### src/rtl/ps2_key_tracker.sv
// PS/2 keyboard receiver that maintains a held/released bitmap of six game keys.
// Pipeline: 2-FF synchronizers, ps2_clk glitch filter, frame FSM, then the scan-code decoder.
module ps2_key_tracker #(
  parameter int unsigned FILTER_LEN  = 8,
  parameter int unsigned TIMEOUT_CYC = 50000
) (
  input  logic       clk,
  input  logic       reset,
  input  logic       ps2_clk,
  input  logic       ps2_data,
  output logic [5:0] key_status,
  output logic [7:0] scan_code,
  output logic       code_valid,
  output logic       frame_err
);

  localparam int unsigned FW = $clog2(FILTER_LEN + 1);
  localparam int unsigned TW = $clog2(TIMEOUT_CYC + 1);

  localparam logic [1:0] S_IDLE   = 2'd0;
  localparam logic [1:0] S_DATA   = 2'd1;
  localparam logic [1:0] S_PARITY = 2'd2;
  localparam logic [1:0] S_STOP   = 2'd3;

  logic [1:0]    clk_sync_q, data_sync_q;
  logic          filt_q, filt_d;
  logic [FW-1:0] fcnt_q, fcnt_d;
  logic          fall_c, sdata_c;
  logic [1:0]    state_q, state_d;
  logic [2:0]    bcnt_q, bcnt_d;
  logic [7:0]    shift_q, shift_d;
  logic          par_q, par_d;
  logic [TW-1:0] tcnt_q, tcnt_d;
  logic          brk_q, brk_d, ext_q, ext_d;
  logic [5:0]    key_q, key_d;
  logic [7:0]    code_q, code_d;
  logic          valid_q, valid_d, err_q, err_d;
  logic [5:0]    mask_c;

  // Filtered level flips only after FILTER_LEN consecutive disagreeing samples.
  always_comb begin
    filt_d = filt_q;
    fcnt_d = '0;
    if (clk_sync_q[1] != filt_q) begin
      if (fcnt_q == FW'(FILTER_LEN - 1)) filt_d = ~filt_q;
      else                               fcnt_d = fcnt_q + FW'(1);
    end
  end

  assign fall_c  = filt_q & ~filt_d;
  assign sdata_c = data_sync_q[1];

  // Game-key lookup on the received byte, qualified by the E0 prefix.
  always_comb begin
    mask_c = '0;
    case ({ext_q, shift_q})
      9'h01D:  mask_c = 6'b000001;
      9'h01C:  mask_c = 6'b000010;
      9'h01B:  mask_c = 6'b000100;
      9'h023:  mask_c = 6'b001000;
      9'h029:  mask_c = 6'b010000;
      9'h076:  mask_c = 6'b100000;
      9'h175:  mask_c = 6'b000001;
      9'h16B:  mask_c = 6'b000010;
      9'h172:  mask_c = 6'b000100;
      9'h174:  mask_c = 6'b001000;
      default: mask_c = '0;
    endcase
  end

  always_comb begin
    state_d = state_q;
    bcnt_d  = bcnt_q;
    shift_d = shift_q;
    par_d   = par_q;
    tcnt_d  = tcnt_q;
    brk_d   = brk_q;
    ext_d   = ext_q;
    key_d   = key_q;
    code_d  = code_q;
    valid_d = 1'b0;
    err_d   = 1'b0;
    case (state_q)
      S_IDLE: begin
        tcnt_d = '0;
        if (fall_c && !sdata_c) begin
          state_d = S_DATA;
          bcnt_d  = '0;
        end
      end
      default: begin
        tcnt_d = tcnt_q + TW'(1);
        if (fall_c) begin
          tcnt_d = '0;
          case (state_q)
            S_DATA: begin
              shift_d = {sdata_c, shift_q[7:1]};
              bcnt_d  = bcnt_q + 3'd1;
              if (bcnt_q == 3'd7) state_d = S_PARITY;
            end
            S_PARITY: begin
              par_d   = sdata_c;
              state_d = S_STOP;
            end
            default: begin
              state_d = S_IDLE;
              if (sdata_c && (^{shift_q, par_q})) begin
                code_d  = shift_q;
                valid_d = 1'b1;
                if (shift_q == 8'hE0)      ext_d = 1'b1;
                else if (shift_q == 8'hF0) brk_d = 1'b1;
                else begin
                  key_d = brk_q ? (key_q & ~mask_c) : (key_q | mask_c);
                  brk_d = 1'b0;
                  ext_d = 1'b0;
                end
              end else begin
                err_d = 1'b1;
                brk_d = 1'b0;
                ext_d = 1'b0;
              end
            end
          endcase
        end else if (tcnt_q == TW'(TIMEOUT_CYC - 1)) begin
          // Line went quiet mid-frame: drop the partial byte and any pending prefix.
          state_d = S_IDLE;
          tcnt_d  = '0;
          err_d   = 1'b1;
          brk_d   = 1'b0;
          ext_d   = 1'b0;
        end
      end
    endcase
  end

  always_ff @(posedge clk) begin
    if (reset) begin
      clk_sync_q  <= 2'b11;
      data_sync_q <= 2'b11;
      filt_q      <= 1'b1;
      fcnt_q      <= '0;
      state_q     <= S_IDLE;
      bcnt_q      <= '0;
      shift_q     <= '0;
      par_q       <= 1'b0;
      tcnt_q      <= '0;
      brk_q       <= 1'b0;
      ext_q       <= 1'b0;
      key_q       <= '0;
      code_q      <= '0;
      valid_q     <= 1'b0;
      err_q       <= 1'b0;
    end else begin
      clk_sync_q  <= {clk_sync_q[0], ps2_clk};
      data_sync_q <= {data_sync_q[0], ps2_data};
      filt_q      <= filt_d;
      fcnt_q      <= fcnt_d;
      state_q     <= state_d;
      bcnt_q      <= bcnt_d;
      shift_q     <= shift_d;
      par_q       <= par_d;
      tcnt_q      <= tcnt_d;
      brk_q       <= brk_d;
      ext_q       <= ext_d;
      key_q       <= key_d;
      code_q      <= code_d;
      valid_q     <= valid_d;
      err_q       <= err_d;
    end
  end

  assign key_status = key_q;
  assign scan_code  = code_q;
  assign code_valid = valid_q;
  assign frame_err  = err_q;

endmodule

### config.mk
export PLATFORM = sky130hd
export DESIGN_NAME = ps2_key_tracker
export DESIGN_NICKNAME = d
export VERILOG_FILES = /design/src/rtl/ps2_key_tracker.sv
export SDC_FILE = /design/constraint.sdc
export NUM_CORES = 1
export LEC_CHECK = 0
export ABC_AREA = 1
export CORE_AREA = 8 8 77 129
export CTS_BUF_LIST = sky130_fd_sc_hd__clkbuf_2
export DETAILED_ROUTE_END_ITERATION = 10
export DIE_AREA = 0 0 85 137
export GPL_ROUTABILITY_DRIVEN = 1
export MAX_ROUTING_LAYER = met4
export PLACE_DENSITY = 0.6
export REMOVE_ABC_BUFFERS = 1
export SYNTH_ARGS = -nofsm -noshare
export SYNTH_HDL_FRONTEND = slang
export SYNTH_SLANG_ARGS = --single-unit
### constraint.sdc
create_clock -name clk -period 2.05 [get_ports clk]
set_input_delay 0.41 -clock clk [delete_from_list [all_inputs] [get_ports clk]]
set_output_delay 0.41 -clock clk [all_outputs]
set_load 0.1 [all_outputs]
== Yosys cells after proc, flatten, opt, wreduce, memory -nomap -nowiden ==
Index checks and enable logic that the tools add are counted.

* Add/subtract/negate cells: 3
* Equality and inequality tests: 23
* Mux-type cells: 30
* Bitwise gates (word level): 12
* Reduce and logical (&&, ||, !) cells: 26

{| class="wikitable"
|+ Operator list
! operator !! count
|-
| $eq 9x9->1 const B || 4
|-
| $pmux 6 s6 || 1
|-
| $eq 9x5->1 const B || 3
|-
| $eq 9x6->1 const B || 2
|-
| $mux 1 || 18
|-
| $add 16x1->16 const B || 1
|-
| $eq 16x16->1 const B || 1
|-
| $eq 8x8->1 const B || 2
|-
| $mux 3 || 4
|-
| $reduce_and 3->1 || 4
|-
| $reduce_and 4->1 || 3
|-
| $reduce_or 2->1 || 6
|-
| $mux 2 || 5
|-
| $eq 9x7->1 const B || 1
|-
| $reduce_xor 9->1 || 1
|-
| $ne 4x4->1 const B || 2
|-
| $not 1->1 || 8
|-
| $and 6x6->6 || 1
|-
| $mux 6 || 1
|-
| $not 6->6 || 1
|-
| $or 6x6->6 || 1
|-
| $reduce_and 6->1 || 1
|-
| $reduce_bool 2->1 || 3
|-
| $reduce_or 5->1 || 1
|-
| other kinds (17) || 19
|}

* Bits in registers: 57
* Input bits: 4
* Output and inout port bits: 16
* Word-level logic and storage cells: 109

== Depth between registers and ports, before layout ==
* Word-level depth: 8
* Gate-level depth with buffers: 14
* Mapped depth without buffers: 14

== Least setup slack after synthesis ==
No wires, ideal clock.

* Path kind: reg2reg
* Start point: register fcnt_q[0]
* End point: register code_q[7] (netlist: scan_code[7])
* Setup time: 0.132 ns
* Arrival: 1.560 ns
* Required time: 1.918 ns
* Slack: 0.358 ns
* Cell stages (with the launch flop): 12
* Path buffers: 0
* Cell sequence: dfxtp_1 ha_1 nand2_1 or2_4 nor2_4 nand2_4 nor2_8 nand2_8 nor2_8 inv_2 nand2_1 a21oi_1

* Cells in the longest elaborated chain, start to end: 6

{| class="wikitable"
|+ RTL lines
! item !! line !! RTL
|-
| start: declaration || 27 || <nowiki>logic [FW-1:0] fcnt_q, fcnt_d;</nowiki>
|-
| start signal: assignment || 157 || <nowiki>fcnt_q <= fcnt_d;</nowiki>
|-
| $eq 4x3->1 || 45 || <nowiki>if (fcnt_q == FW'(FILTER_LEN - 1)) filt_d = ~filt_q;</nowiki>
|-
| $mux 1 || 45 ||
|-
| $mux 1 || 44 || <nowiki>if (clk_sync_q[1] != filt_q) begin</nowiki>
|-
| $not 1->1 || 50 || <nowiki>assign fall_c = filt_q & ~filt_d;</nowiki>
|-
| $and 1x1->1 || 50 ||
|-
| $reduce_and 4->1 (no line) || -- ||
|-
| end signal: assignment || 166 || <nowiki>code_q <= code_d;</nowiki>
|-
| end: declaration || 36 || <nowiki>logic [7:0] code_q, code_d;</nowiki>
|}

No other way between the ends.
A chain may end at the register's enable or synchronous reset.

== Worst setup path after layout ==
Ends and elaborated chain as after synthesis.

==> run summary <==
Area occupied by multi-input gates: 1425 sq um
Slew @ Worst Pin: 0.3869 ns
Critical Path End Type: flip-flop
Layout cell share with drive strength beyond 1: 15.22%
Vias per inst: 4.927
Die height: 137 um
Worst r2r src: fcnt_q[0]
Final core utilization: 38.44%
Vias after detailed routing: 2,493
Max clock buf depth: 2
ANT cells: 0
MaxCap Viol Count: 0
GP Congestion: 0.9321
Finished Cell Area: 3153 sq um
Number of flops mapped to enable cells by yosys: 0
Port bufs: 19
Worst Path Max Fanout: 9
Switching power total: 0.4231 mW
Site Rows: 44
Stages on worst setup path: 11
Critical-path top delay cell: dfxtp_1
Status: complete, no violations
Slowest cell delay on critical path: 0.38 ns
Initial antenna violation count: 0
Yosys warnings: 0
Switching part of the total power: 24.66%
CP cell instances: ha_1 > nand2_1 > or2_4 > nor2_4 > nand2_4 > nor2_8 > nand2_8 > nor2_8 > inv_2 > nand2_1 > a21oi_1
Setup TNS: 0 ns
Largest net degree at the start of global routing: 18
Clock Root Buffer: clkbuf_2
Synth area leaders: dfxtp_1, nand2_1, nor2_1, inv_1, a21oi_1
Total internal power: 1.293 mW
Max Slew Vio Count: 0
Fin Clk Skew: 0.02258 ns
Cell count after synthesis: 378
Worst Path Required: 2.44 ns
Die ar.: 11,650 sq um
CTS sink count: 57
GRT Overall Usage: 12.29%
Tmin final: 1.811 ns
Combinational share of power: 1.7%
Share of the synthesized area in the top cell type: 41.16%
Hold-fix buffers, CTS: 0
Count of cell types in the netlist: 33
FF-to-FF path depth: 11
Nets@finish: 422
Min-delay worst type: reg -> reg
TritonCTS buffer count: 9
Later-pin clock latency in the skew report: 0.50 ns
Register area: 1142 sq um
Ports: 20
Drt drc: 0
Final setup fails: 0
Maximum VDD drop: 0.3998 mV
Remaining Overflow, GRT: 0
Final period util: 88.34%
Fraction of registers with async set or reset after synthesis: 0%
First-pass GRT wire length: 10,810 um
Core ar.: 8203 sq um
Most frequent cell after synthesis: nand2_1
RSZ-0062 raised after global routing: no
Number of global-route vias before repair: 2,423
Lkg Pwr: 1.334 nW
Synth area leader: dfxtp_1
H-tree depth: 3
Synth Flop Type: dfxtp_1
Clock slew at reported path FFs: 0.13 ns
Final Hold Viols: 0
RR Endpoint: scan_code[7]
Die width: 85 um
CP endpoint: scan_code[7]
Crit start category: flip-flop
Flop pwr share: 65.0%
Worst Path Buf+Inv: 1
TritonCTS clock tree: done
Drt pass-1 iters: 4
Avg Synthesized Cell Area: 7.335 sq um
Syn Std Cell Area: 2773 sq um
Achievable Freq: 0.5522 GHz
Area post-placement: 3064 sq um
Most frequent cells after synthesis: nand2_1, dfxtp_1, nor2_1, inv_1, a21oi_1
Initial drt markers: 128
Clock power frac: 33.3%
Post-route ant nets: 0
Initial Util: 33.80%
Post-DP HPWL: 5004 um
Pwr dens: 544.2 nW/um^2
WL/cell: 12.67 um
CP top delay family: simple AND/OR/NAND/NOR gates
WS Path Type: reg -> reg
Flops & latches, synth: 57
Critical Path Source: fcnt_q[0]
CP Data Arrival Time: 2.20 ns
Area Overhead vs Synth: 13.72%
Sequential area share after synthesis: 41.16%
Slew HR: 73.97%
Routed WL: 6409 um
# fillers: 860
R2R Setup Slk: 0.24 ns
==> layer usage <==
layer / up-vias / track usage (%) / routed length, um
met4: 0 / 7.178 / 174
li1: 1306 / - / -
met2: 34 / 22.18 / 3504
met5: - / - / 0
met3: 18 / 3.909 / 182
met1: 1135 / 11.00 / 2547
==> metrics by stage <==
| step | cells | worst slack [ns] | hold WS, ns | power [mW] |
|---|---|---|---|---|
| 2_1_floorplan | 369 | 0.2116 | 0.3895 | 1.149 |
| 3_3_place_gp | 489 | 0.2560 | 0.3963 | 1.169 |
| 3_5_place_dp | 489 | 0.2024 | 0.3938 | 1.169 |
| 4_1_cts | 505 | 0.1991 | 0.4148 | 1.748 |
| 5_1_grt | 506 | 0.01311 | 0.4336 | 1.801 |
| 6_report | 506 | 0.2390 | 0.4269 | 1.716 |
==> placed cells by master, fill, tap and decap left out, types with 5 or more instances in the layout <==
cell type / n
nand4_1: 15
o21ai_0: 24
ha_1: 9
dfxtp_1: 56
a21oi_1: 29
buf_4: 26
nand3_1: 25
clkbuf_2: 12
or2_2: 5
inv_1: 41
nor3_1: 8
nor2_1: 45
xor2_1: 5
nand2_1: 74
==> repair_timing <==
item,4_1_cts,5_1_grt
setup buffers,0,1
resized for setup,0,1
setup endpoints to repair,0,1
==> power groups by stage <==
stage	combinational (mW)	clock [mW]	sequential, mW
after detailed placement	0.0303	0	1.14
after global routing	0.0332	0.651	1.12
after global placement	0.0297	0	1.14
after CTS	0.0303	0.602	1.12
after floorplan	0.0108	0	1.14
final	0.0296	0.571	1.12
==> how the worst min path moves through the flow <==
stage,to,slack (ns),cells after the start,start
5_1_grt,clk_sync_q[0],0.43,2,ps2_clk
6_report,data_sync_q[1],0.43,1,data_sync_q[0]
3_3_place_gp,clk_sync_q[1],0.40,1,clk_sync_q[0]
4_1_cts,clk_sync_q[0],0.41,2,ps2_clk
3_5_place_dp,clk_sync_q[1],0.39,1,clk_sync_q[0]
2_1_floorplan,clk_sync_q[1],0.39,1,clk_sync_q[0]
==> cell type report <==
cell class / count / share of cell area [%]
tap: 92 / 3.651
multi-input combinational: 268 / 45.20
inverter: 44 / 5.238
timing repair buffer: 29 / 7.143
clock inverter: 4 / 0.6349
clock buffer: 12 / 1.905
sequential: 57 / 36.23
==> kinds of logic after synthesis <==
kind of cell	after synthesis	synth area share [%]
AND/OR/NAND/NOR	192	33.94
adder cells (fa/ha/maj)	9	4.061
flip-flops	57	41.16
XOR/XNOR	6	1.895
buffers and inverters	53	7.446
AO/OA/AOI/OAI	61	11.51
==> worst reg2reg max path: stages (launching register included) <==
cell and delay [ns]:
dfxtp_1 0.38, ha_1 0.17, nand2_1 0.06, or2_4 0.25
nor2_4 0.11, nand2_4 0.10, nor2_8 0.17, nand2_8 0.09
nor2_8 0.14, inv_2 0.10, nand2_1 0.07, a21oi_1 0.06
(Power assumes the default switching activity.)
